### src/rtl/dmem_arbiter.sv
// Data-memory arbiter: core MEM-stage port vs. loader/debug port onto one memory port.
// Define DMEM_ARB_STARVE_EN to let the loader force a grant after STARVE_LIMIT lost conflicts.
module dmem_arbiter #(
  parameter int STARVE_LIMIT = 4,
  parameter int DATA_W       = 32
) (
  input  logic              clk,
  input  logic              rst,
  input  logic              c_req,
  input  logic              c_we,
  input  logic [31:0]       c_addr,
  input  logic [DATA_W-1:0] c_wdata,
  output logic              c_stall,
  output logic [DATA_W-1:0] c_rdata,
  output logic              c_rvalid,
  input  logic              l_valid,
  input  logic              l_we,
  input  logic [31:0]       l_addr,
  input  logic [DATA_W-1:0] l_wdata,
  output logic              l_ready,
  output logic [DATA_W-1:0] l_rdata,
  output logic              l_rvalid,
  output logic              m_en,
  output logic              m_we,
  output logic [31:0]       m_addr,
  output logic [DATA_W-1:0] m_wdata,
  input  logic [DATA_W-1:0] m_rdata
);

  typedef enum logic [1:0] {
    OWN_NONE = 2'd0,
    OWN_CORE = 2'd1,
    OWN_LOAD = 2'd2
  } owner_t;

  logic   c_gnt;
  logic   l_gnt;
  logic   force_l;
  owner_t owner_p0;
  owner_t owner_p1;

  if (STARVE_LIMIT < 1 || STARVE_LIMIT > 15) begin : g_limit_chk
    $error("dmem_arbiter: STARVE_LIMIT must be in 1..15");
  end

`ifdef DMEM_ARB_STARVE_EN
  localparam logic [3:0] LIMIT = 4'(STARVE_LIMIT);

  logic [3:0] starve_cnt;

  assign force_l = (starve_cnt == LIMIT);

  // Counts consecutive conflicts the core has won; any loader grant or idle loader restarts it.
  always_ff @(posedge clk) begin
    if (rst) begin
      starve_cnt <= 4'd0;
    end else if (!l_valid || l_gnt) begin
      starve_cnt <= 4'd0;
    end else if (c_gnt && starve_cnt != LIMIT) begin
      starve_cnt <= starve_cnt + 4'd1;
    end
  end
`else
  assign force_l = 1'b0;
`endif

  always_comb begin
    c_gnt = 1'b0;
    l_gnt = 1'b0;
    if (!rst) begin
      if (c_req && l_valid) begin
        l_gnt = force_l;
        c_gnt = !force_l;
      end else begin
        c_gnt = c_req;
        l_gnt = l_valid;
      end
    end
  end

  assign c_stall = c_req && !c_gnt && !rst;
  assign l_ready = l_gnt;

  always_comb begin
    m_en     = c_gnt || l_gnt;
    m_we     = 1'b0;
    m_addr   = 32'd0;
    m_wdata  = '0;
    owner_p0 = OWN_NONE;
    if (c_gnt) begin
      m_we     = c_we;
      m_addr   = c_addr;
      m_wdata  = c_wdata;
      owner_p0 = c_we ? OWN_NONE : OWN_CORE;
    end else if (l_gnt) begin
      m_we     = l_we;
      m_addr   = l_addr;
      m_wdata  = l_wdata;
      owner_p0 = l_we ? OWN_NONE : OWN_LOAD;
    end
  end

  // p0 -> p1: read owner follows the memory's one-cycle read latency
  always_ff @(posedge clk) begin
    if (rst) begin
      owner_p1 <= OWN_NONE;
    end else begin
      owner_p1 <= owner_p0;
    end
  end

  assign c_rvalid = !rst && (owner_p1 == OWN_CORE);
  assign l_rvalid = !rst && (owner_p1 == OWN_LOAD);
  assign c_rdata  = m_rdata;
  assign l_rdata  = m_rdata;

endmodule
### config.mk
export PLATFORM = sky130hd
export DESIGN_NAME = dmem_arbiter
export DESIGN_NICKNAME = d
export VERILOG_FILES = /design/src/rtl/dmem_arbiter.sv
export SDC_FILE = /design/constraint.sdc
export NUM_CORES = 1
export LEC_CHECK = 0
export BUFFER_PORTS_ARGS = -buffer_cell sky130_fd_sc_hd__buf_2
export CAP_MARGIN = 20
export CORE_AREA = 2 2 116 118
export CTS_BUF_LIST = sky130_fd_sc_hd__clkbuf_8
export CTS_CLUSTER_DIAMETER = 200
export CTS_CLUSTER_SIZE = 40
export DETAILED_ROUTE_END_ITERATION = 10
export DIE_AREA = 0 0 118 120
export PLACE_DENSITY = 0.42
export SLEW_MARGIN = 5
export SYNTH_ARGS = -nofsm -noshare
export SYNTH_HDL_FRONTEND = slang
export SYNTH_SLANG_ARGS = --single-unit
export TNS_END_PERCENT = 100
### constraint.sdc
create_clock -name clk -period 1.2 [get_ports clk]
set_clock_uncertainty 0.2 [all_clocks]
set_input_delay 0.12 -clock clk [delete_from_list [all_inputs] [get_ports clk]]
set_output_delay 0.12 -clock clk [all_outputs]
set_load 0.02 [all_outputs]
Word level (Yosys, flattened, before mapping)
Cells that the tools add are included.

storage, ports and cells
  input port bits = 166
  bits in registers = 2

operators by class
  mux-type cells = 14
  equality and inequality tests = 2
  reductions and logical operators = 8

operators with widths
  kind                                            number
  2-to-1 mux 32 bit                               4
  2-to-1 mux 1 bit                                7
  2-to-1 mux 2 bit                                3
  logical AND 1 bit                               5
  == test 2 x 1 -> 1 bit (second input constant)  1
  == test 2 bit (second input constant)           1
  zero test 1 bit                                 2
  logical OR 1 bit                                1

Depth between registers and ports, before layout
Gate-level depths: netlist of run 1.

  depth after elaboration = 6
  gate-level depth with buffers = 5
  gate-level depth less buffers = 2

Worst setup path before layout of run 1
Ideal clock, no wire load.

  kind = input port to output port
  from = in l_valid
  to = out m_en
  path slack = -35 ps
  data arrival time = 915 ps
  cell stages on the path = 5
  required time = 880 ps
  cells stage by stage = buf_2 > buf_2 > buf_2 > nor2_1 > nor2_1

between the ends
  cells in the longest elaborated chain, start to end = 4

RTL lines
  item                line  text
  start, declared     16    input logic l_valid,
  logical AND 1 bit   71    if (c_req && l_valid) begin
  2-to-1 mux 1 bit    71
  2-to-1 mux 1 bit    70    if (!rst) begin
  logical OR 1 bit *  85    m_en = c_gnt || l_gnt;
  end, declared       23    output logic m_en,

Mark *: on every way between the ends. The rest lies on a longest branch, timed or not.

Final worst setup path of run 1
  from = in c_req
  to = out m_wdata[1]

between the ends
  cells in the longest elaborated chain, start to end = 5

RTL lines
  item                 line  text
  start, declared      9     input logic c_req,
  logical AND 1 bit    71
  2-to-1 mux 1 bit     71
  2-to-1 mux 1 bit     70
  2-to-1 mux 32 bit    95    end else if (l_gnt) begin
  2-to-1 mux 32 bit *  90    if (c_gnt) begin
  end, declared        26    output logic [DATA_W-1:0] m_wdata,

Marks and branches as above.

==> metrics, run 1 <==
min Tclk post-route=1.32 ns; final net count=467; Pins Over Slew Limit=0; Yosys top cell area share=47.2%; Arrival @ worst endpoint=1.00 ns; met2 usage=16.1%; Critical Path RT=around 0.88 ns; drt wl/cell=roughly 17 um; post-synthesis async set-or-reset flop share=0%; HP Class=input pin to output pin; initial antenna violation count=1; Max IR drop VDD=0.158 mV; Post-Route WL=approximately 8 mm; first-pass GRT wire length=just under 10 mm; Area Growth Syn to Fin=98.1%; clock net sink count=2; CP Class=input pin to output pin; area of the core=~13000 um2; I/O pins=300; Root Buffer=clkbuf_8; failing checks=setup timing; CTS tree=yes; Ys Warns=0; # H-tree levels=1; top_reg_cell synth=dfxtp_1; row cnt=42; layout cell share with drive strength beyond 1=86.0%; antenna fix cells=0; FILL cells=1445; Final setup viols=67; Yosys reg bits=2; sequential element share of the synthesized area=2.91%; biggest regs=owner_p1 x2; remaining antenna violation count=0; GRT overflow=0; drc violations=0; worst-path fanout max=13; vias in the first global route=1821; Max Clock Freq=between 700 and 800 MHz; syn avg cell area=8.40 um2; Post-synth EDFFs=0; Initial Util=10.6%; library cells used by synthesis=13; Vias=1962; type of element launching the critical path=input pin; worst setup margin=-0.118 ns; most flop-heavy register=owner_p1; met1 Track Usage GR=about 8.4%; Hold Fails Final Rpt=0; fin crit share=110%; Max Cap Viol=0; Syn Inst Count=around 160; DR vias/cell=between 4 and 5; post-route insts no fill=475; largest net degree at the start of global routing=48; Top Usage Layer GRT=met2; Placer Congestion=0.683; met3 Use GR=roughly 2.6%; port bufs=202; CTS Buffer Depth=2; P_leak=1.43 nW; Synth area leaders=a32o_1, buf_4, buf_6; Power Total=1.41 mW; max reg flops=2; Die Span Y=120 um; synth cell count leaders=buf_4, a32o_1, buf_2; DP Cell Count=463; status=finished with violations; unrepaired setup endpoints after global routing=yes; count leader, synth=buf_4; Synth area leader=a32o_1; chip width=118 um; cts bufs inserted=3; worst path cell trace=buf_8 > nor2_4 > buf_12 > clkbuf_16 > a32o_1 > buf_6; area of the multi-input gates=786 um2; drt pass-1 iters=6; Slowest-stage cell, CP=a32o_1; Synth Net Count=330; total track usage=under 10%; DRT iter0 DRCs=70; Critical Path Max Stage Delay=roughly 0.20 ns; sequential cell area=42.5 um2; die area=14200 um2; hpwl dp=5.52 mm; P per Cell Area=slightly above 500 nW/um2; Post-Synthesis Cell Area=1380 um2; Setup crit end kind=output pin
-- power breakdown --
group / switching (mW) / total [mW] / internal [mW]
Sequential: 0.00229 / 0.0722 / 0.0699
Clock: 0.0482 / 0.260 / 0.212
Combinational: 0.502 / 1.08 / 0.575
-- placed cells by master (no fill, tap or decap) --
| cell | Yosys | routed |
|---|---|---|
| nor2b_1 | 1 | 1 |
| nor2_1 | 3 | 1 |
| nor2_4 | 0 | 1 |
| nor4b_1 | 1 | 1 |
| nor2_2 | 0 | 1 |
| buf_6 | 5 | 42 |
| clkbuf_16 | 0 | 4 |
| conb_1 | 1 | 1 |
| nor3b_4 | 0 | 2 |
| a32o_1 | 65 | 35 |
| buf_2 | 9 | 131 |
| a32o_2 | 0 | 30 |
| dlygate4sd3_1 | 0 | 2 |
| buf_12 | 0 | 6 |
| clkbuf_8 | 0 | 3 |
| and2_1 | 1 | 1 |
| dfxtp_2 | 0 | 2 |
| nor2b_4 | 0 | 1 |
| buf_8 | 0 | 2 |
| buf_4 | 67 | 32 |
-- per-stage QoR --
step | area, um2 | setup TNS (ns) | hold WS, ns | setup WS [ns] | utilization [%]
after floorplan | 1380 | 0 | -0.00839 | 0.00127 | -
after global placement | 2120 | -6.95 | 0.0402 | -0.190 | 16.3
after detailed placement | 2120 | -7.57 | 0.0402 | -0.196 | 16.3
after CTS | 2410 | -3.92 | -0.00807 | -0.116 | 18.6
after global routing | 2730 | -7.37 | 0.0400 | -0.149 | 21.0
final | 2730 | -5.03 | 0.0400 | -0.118 | 21.0
-- critical path: cells and delay by family --
family / cells / cell delay (ns)
simple gates: 1 / 0.11
buf+inv: 4 / 0.55
compound gates: 1 / 0.20
-- area by class of cell --
class	count	area share, %
timing repair buffer	219	60.1
multi-input combinational	75	28.8
sequential	2	1.56
clock buffer	3	1.51
tap	176	8.07
-- path summary, 6_finish.rpt --
check / start / end / cells after the start
min: m_rdata[6] / c_rdata[6] / 0
max: c_req / m_wdata[1] / 6
-- kinds of logic (layout without fill, tap and decap cells) --
family | after synthesis | after routing | share of synthesized area, %
AO/OA/AOI/OAI | 65 | 65 | 47.2
AND/OR/NAND/NOR | 9 | 9 | 4.09
buffers and inverters | 87 | 222 | 45.5
other | 1 | 1 | 0.272
flip-flops | 2 | 2 | 2.91
-- timing repair --
action	4_1_cts	5_1_grt
hold buffers	2	0
gates cloned	0	5
endpoints found under the setup margin	68	69
hold endpoints to repair	2	0
pin swaps	1	13
setup buffers	0	2
resized for setup	88	64
-- layer usage --
metal  part of all wire, %  up-vias
li1                      -      875
met1                    34      907
met2                    52      141
met3                   9.4       39
met4                   4.0        0
met5                     0        -
Power figures use the tool's default switching activity.
==> inputs of run 2 (changes only) <==
ABC_AREA = 1   (was unset)
PLACE_DENSITY = 0.43   (was 0.42)
==> run 2 against run 1 <==
Effect of this change: the run still ends with setup timing left; sequential cell count stayed put; via count is 21% higher; routed wire length is 1.7% higher; clock power is 2% lower; count of clock-buffer cells in the layout stayed put; utilization is 4.5 points higher; die area stayed put; fmax is 1.1% higher; final area is 21% higher; critical path type unchanged; critical endpoint unchanged; highest routed layer unchanged.
==> metrics, run 2 <==
HP Class=input pin to output pin; port bufs=202 (unchanged); worst-path fanout max=5 (-8); CP Class=input pin to output pin; initial antenna violation count=0 (-1); Arrival @ worst endpoint=0.98 ns (-0.02 ns); commonest non-fill, non-tap cell in the layout=buf_2; Post-Synthesis Cell Area=1530 um2 (+11%); first-pass GRT wire length=11.5 mm (+18%); synth cell count leaders=nand2_1, buf_4, nand3_1; max reg flops=2 (unchanged); syn avg cell area=5.14 um2 (-39%); CTS Buffer Depth=2 (unchanged); min Tclk post-route=1.30 ns (-0.0148 ns); sequential element share of the synthesized area=2.62% (-0.29 points); pre-CTS setup slack=-0.139 ns (+0.0580 ns); final net count=608 (+30%); Yosys reg bits=2 (unchanged); status=finished with violations; antenna fix cells=0 (unchanged); library cells used by synthesis=13 (unchanged); CP Launch Point=rst; Ys Warns=0 (unchanged); die area=14200 um2 (unchanged); Critical Path RT=0.88 ns (about the same); Synth Net Count=463 (+40%); Placer Congestion=0.691 (+1.1%); CTS tree=yes; area of the multi-input gates=1100 um2 (+40%); worst setup margin=-0.103 ns (+0.0148 ns); Area Growth Syn to Fin=116%; Yosys top cell area share=36.9% (-10 points); clock net sink count=2 (unchanged); Post-Route WL=8.02 mm (+1.7%); biggest regs=owner_p1 x2; Root Buffer=clkbuf_8; Synth area leaders=buf_4, nand2_1, nand3_1; Hold Fails Final Rpt=0 (unchanged); fin crit share=109% (-1.2 points); remaining antenna violation count=0 (unchanged); Pins Over Slew Limit=0 (unchanged); WHS=0.0400 ns (-0.00000330 ns); worst path cell trace=buf_8 > nor2_4 > buf_8 > buf_12 > nand3_1 > nand2_1 > buf_6; Max IR drop VDD=0.255 mV (+62%); layout cell share with drive strength beyond 1=63.2% (-23 points); drt pass-1 iters=4 (-2); post-route insts no fill=616 (+30%); Synth area leader=buf_4; # H-tree levels=1 (unchanged); cts bufs inserted=3 (unchanged); Post-synth EDFFs=0 (unchanged); area of the core=13000 um2 (unchanged); most flop-heavy register=owner_p1; Max Clock Freq=767 MHz (+1.1%); FILL cells=1398 (-3.3%); DP Cell Count=599 (+29%); P_leak=1.79 nW (+25%); Power Total=1.54 mW (+9.3%); chip width=118 um (unchanged); sequential cell area=42.5 um2 (unchanged); top_reg_cell synth=dfxtp_1; type of element launching the critical path=input pin; Final setup viols=67 (unchanged); Syn Inst Count=297 (+81%); Max Cap Viol=0 (unchanged); Die Span Y=120 um (unchanged); unrepaired setup endpoints after global routing=yes; Vias=2383 (+21%); Setup crit end kind=output pin; DRT iter0 DRCs=64 (-8.6%); I/O pins=300 (unchanged); hpwl dp=5.16 mm (-6.5%); most frequent CP cell=buf_8; Buf/Inv on CP=4 (unchanged); P per Cell Area=466 nW/um2 (-9.8%); total track usage=10.0% (+1.4 points); largest net degree at the start of global routing=38 (-21%); DR vias/cell=3.87 (-6.3%); Critical Path Max Stage Delay=0.17 ns (-0.03 ns); Initial Util=11.8% (+1.2 points); Slowest-stage cell, CP=buf_8; CP delay by family, top=buffers and inverters; most frequent cells in the layout=buf_2, nand2_1, buf_6; drc violations=0 (unchanged); count leader, synth=nand2_1; row cnt=42 (unchanged); GRT overflow=0 (unchanged); drt wl/cell=13.0 um (-22%); post-synthesis async set-or-reset flop share=0% (unchanged); failing checks=setup timing; Hold Crit Start=m_rdata[20]; vias in the first global route=2307 (+27%)
==> run 2: cell type report <==
cell class / count / area share [%]
Inverter: 4 / 0.454
Multi-Input combinational cell: 205 / 33.3
Timing Repair Buffer: 226 / 57.0
Tap cell: 176 / 6.66
Clock buffer: 3 / 1.25
Sequential cell: 2 / 1.29
==> run 2: cell families (layout without fill, tap and decap cells) <==
kind of cell  Yosys count  after routing  share of synthesized area, %
buf+inv                90            233                          41.3
flops                   2              2                          2.62
other cells             1              1                         0.245
simple gates          204            204                          55.9
==> run 2: power by group <==
| group | internal [mW] | switching [mW] |
|---|---|---|
| clock network | 0.211 | 0.0440 |
| registers | 0.0699 | 0.00240 |
| logic | 0.618 | 0.595 |
| total | 0.899 | 0.641 |
==> run 2: what timing repair did <==
| item | in CTS | in global routing |
|---|---|---|
| cloned | 6 | 3 |
| endpoints found under the setup margin | 69 | 69 |
| endpoints found under the hold margin | 2 | 0 |
| hold buffers | 2 | 0 |
| pin swaps | 7 | 9 |
| buffers inserted | 4 | 0 |
| resized for setup | 157 | 45 |
==> run 2: path summary, 6_finish.rpt <==
| kind | to | slack (ns) | depth (start not counted) |
|---|---|---|---|
| worst max-delay path | m_wdata[1] | -0.10 | 7 |
| worst min-delay path | c_rdata[20] | 0.04 | 0 |
==> run 2: routing by layer <==
layer / vias up / GRT usage [%] / wire length, um
li1: 1160 / - / -
met1: 1062 / 10.4 / 2800
met2: 146 / 20.6 / 4460
met3: 15 / 2.04 / 621
met4: 0 / 1.88 / 141
met5: - / 0 / 0
==> run 2: through the flow <==
| step | util (%) | TNS (ns) | area [um2] |
|---|---|---|---|
| 2_1_floorplan | - | 0 | 1530 |
| 3_3_place_gp | 17.8 | -4.07 | 2320 |
| 3_5_place_dp | 17.8 | -4.51 | 2320 |
| 4_1_cts | 23.5 | -4.84 | 3060 |
| 5_1_grt | 25.5 | -8.92 | 3310 |
| 6_report | 25.5 | -4.87 | 3310 |
==> inputs of run 3 (changes only) <==
BUFFER_PORTS_ARGS = -buffer_cell sky130_fd_sc_hd__buf_4   (was -buffer_cell sky130_fd_sc_hd__buf_2)
HOLD_SLACK_MARGIN = 0.08   (was unset)
PLACE_DENSITY = unset   (was 0.43)
==> run 3 against run 2 <==
Effect of this change: worst setup slack better by 0.015 ns; sequential power up 1%; clock power up 4%; global-route usage up 1.0 points; utilization up 6.9 points; the run still ends with setup timing left; first-iteration DRC count up 3.1%; via count up 8.3%; critical path type unchanged; final area up 27%; largest cell class unchanged; highest routed layer unchanged; hold slack better by 0.20 ns; critical path depth unchanged.
==> metrics, run 3 (same netlist as run 2, synthesis figures left out) <==
unrepaired setup endpoints after global routing=yes; Root Buffer=clkbuf_8; Min-Delay Path Depth=4 (+4); I/O pins=300 (unchanged); vias in the first global route=2442 (+5.9%); Clk pin slew, worst setup/hold paths=around 0.030 ns; # H-tree levels=1 (unchanged); Max IR drop VDD=0.455 mV (+79%); final net count=648 (+6.6%); layout cell share with drive strength beyond 1=67.7% (+4.5 points); die area=14200 um2 (unchanged); area of the core=13000 um2 (unchanged); Area Growth Syn to Fin=175%; Initial Util=11.8% (unchanged); Die Span Y=120 um (unchanged); GRT overflow=0 (unchanged); most flop-heavy register=owner_p1; failing checks=setup timing; Placer Congestion=0.699 (+1.1%); cts bufs inserted=3 (unchanged); worst-path fanout max=8 (+3); fin crit share=107% (-1.2 points); worst setup margin=-0.0885 ns (+0.0147 ns); first-pass GRT wire length=12.7 mm (+11%); Max Clock Freq=776 MHz (+1.1%); Critical Path RT=0.88 ns (about the same); min Tclk post-route=1.29 ns (-0.0147 ns); Arrival @ worst endpoint=0.97 ns (about the same); DP Cell Count=606 (+1.2%); P_leak=2.34 nW (+31%); row cnt=42 (unchanged); CTS Buffer Depth=2 (unchanged); drc violations=0 (unchanged); type of element launching the critical path=input pin; port bufs=202 (unchanged); Pins Over Slew Limit=0 (unchanged); FILL cells=1360 (-2.7%); Setup crit end kind=output pin; CP Class=input pin to output pin; Max Cap Viol=0 (unchanged); clock net sink count=2 (unchanged); Final setup viols=67 (unchanged); post-route insts no fill=656 (+6.5%); remaining antenna violation count=0 (unchanged); P per Cell Area=475 nW/um2 (+1.9%); status=finished with violations; max reg flops=2 (unchanged); Hold Fails Final Rpt=0 (unchanged); CTS tree=yes; Hold Crit Start=l_valid; Power Total=1.99 mW (+30%); HP Class=input pin to flip-flop; initial antenna violation count=0 (unchanged); DRT iter0 DRCs=66 (+3.1%); Min-Delay Endpoint=owner_p1[1]; largest net degree at the start of global routing=38 (unchanged); hpwl dp=5.81 mm (+13%); drt pass-1 iters=4 (unchanged); biggest regs=owner_p1 x2; total track usage=11.0% (+1.0 points); drt wl/cell=14.9 um (+14%); Post-Route WL=9.78 mm (+22%); commonest non-fill, non-tap cell in the layout=buf_4; antenna fix cells=0 (unchanged); chip width=118 um (unchanged); Vias=2580 (+8.3%); DR vias/cell=3.93 (+1.7%); most frequent cells in the layout=buf_4, nand2_1, buf_6
## run 3: critical path, stage by stage
cell and delay (ns):
buf_8 0.11, nor2_4 0.15, buf_12 0.16, clkbuf_16 0.16, nand3_2 0.07, nand2_2 0.08
buf_6 0.11
## run 3: cell type report
type / count / area (um2) / area share, %
clock buffers: 3 / 41.3 / 0.982
flip-flops and latches: 2 / 42.5 / 1.01
inverters: 4 / 15.0 / 0.357
repair buffers: 266 / 2610 / 62.2
well taps: 176 / 220 / 5.24
multi-input cells: 205 / 1270 / 30.2
## run 3: repair_timing
item,4_1_cts,5_1_grt
hold buffers,34,0
setup buffers,4,2
pin swaps,13,30
endpoints found under the hold margin,66,0
setup endpoints to repair,69,133
cloned,3,5
resized for setup,90,109
## run 3: power breakdown
| part | internal, mW | switching (mW) | total, mW | leakage (nW) |
|---|---|---|---|---|
| clock | 0.212 | 0.0528 | 0.265 | 0.0216 |
| sequential | 0.0699 | 0.00318 | 0.0730 | 0.0172 |
| combinational | 0.832 | 0.825 | 1.66 | 2.30 |
## run 3: worst max path at each step
stage,depth (start not counted),from,endpoint,slack [ns]
finish,7,rst,m_addr[6],-0.09
global route,7,rst,m_addr[15],-0.14
CTS,7,c_req,m_addr[29],-0.09
detailed placement,6,rst,m_addr[29],-0.15
global placement,6,rst,m_addr[29],-0.15
floorplan,1,owner_p1[0],l_rvalid,0.1
## run 3: through the flow
stage	setup TNS, ns	worst slack, ns	utilization (%)	area [um2]	hold WS, ns
3_3_place_gp	-6.03	-0.150	22.0	2860	0.0402
5_1_grt	-8.00	-0.143	32.4	4200	0.269
6_report	-4.15	-0.0885	32.4	4200	0.242
2_1_floorplan	0	0.0975	-	1530	-0.00762
4_1_cts	-6.51	-0.0904	28.4	3680	0.224
3_5_place_dp	-5.93	-0.154	22.0	2860	0.0402
## run 3: metal layers
metal  GRT usage [%]  routed length (um)
met1            12.5                3660
met3            3.14                 772
met2            21.3                5300
met5               0                   0
met4           0.678                  46
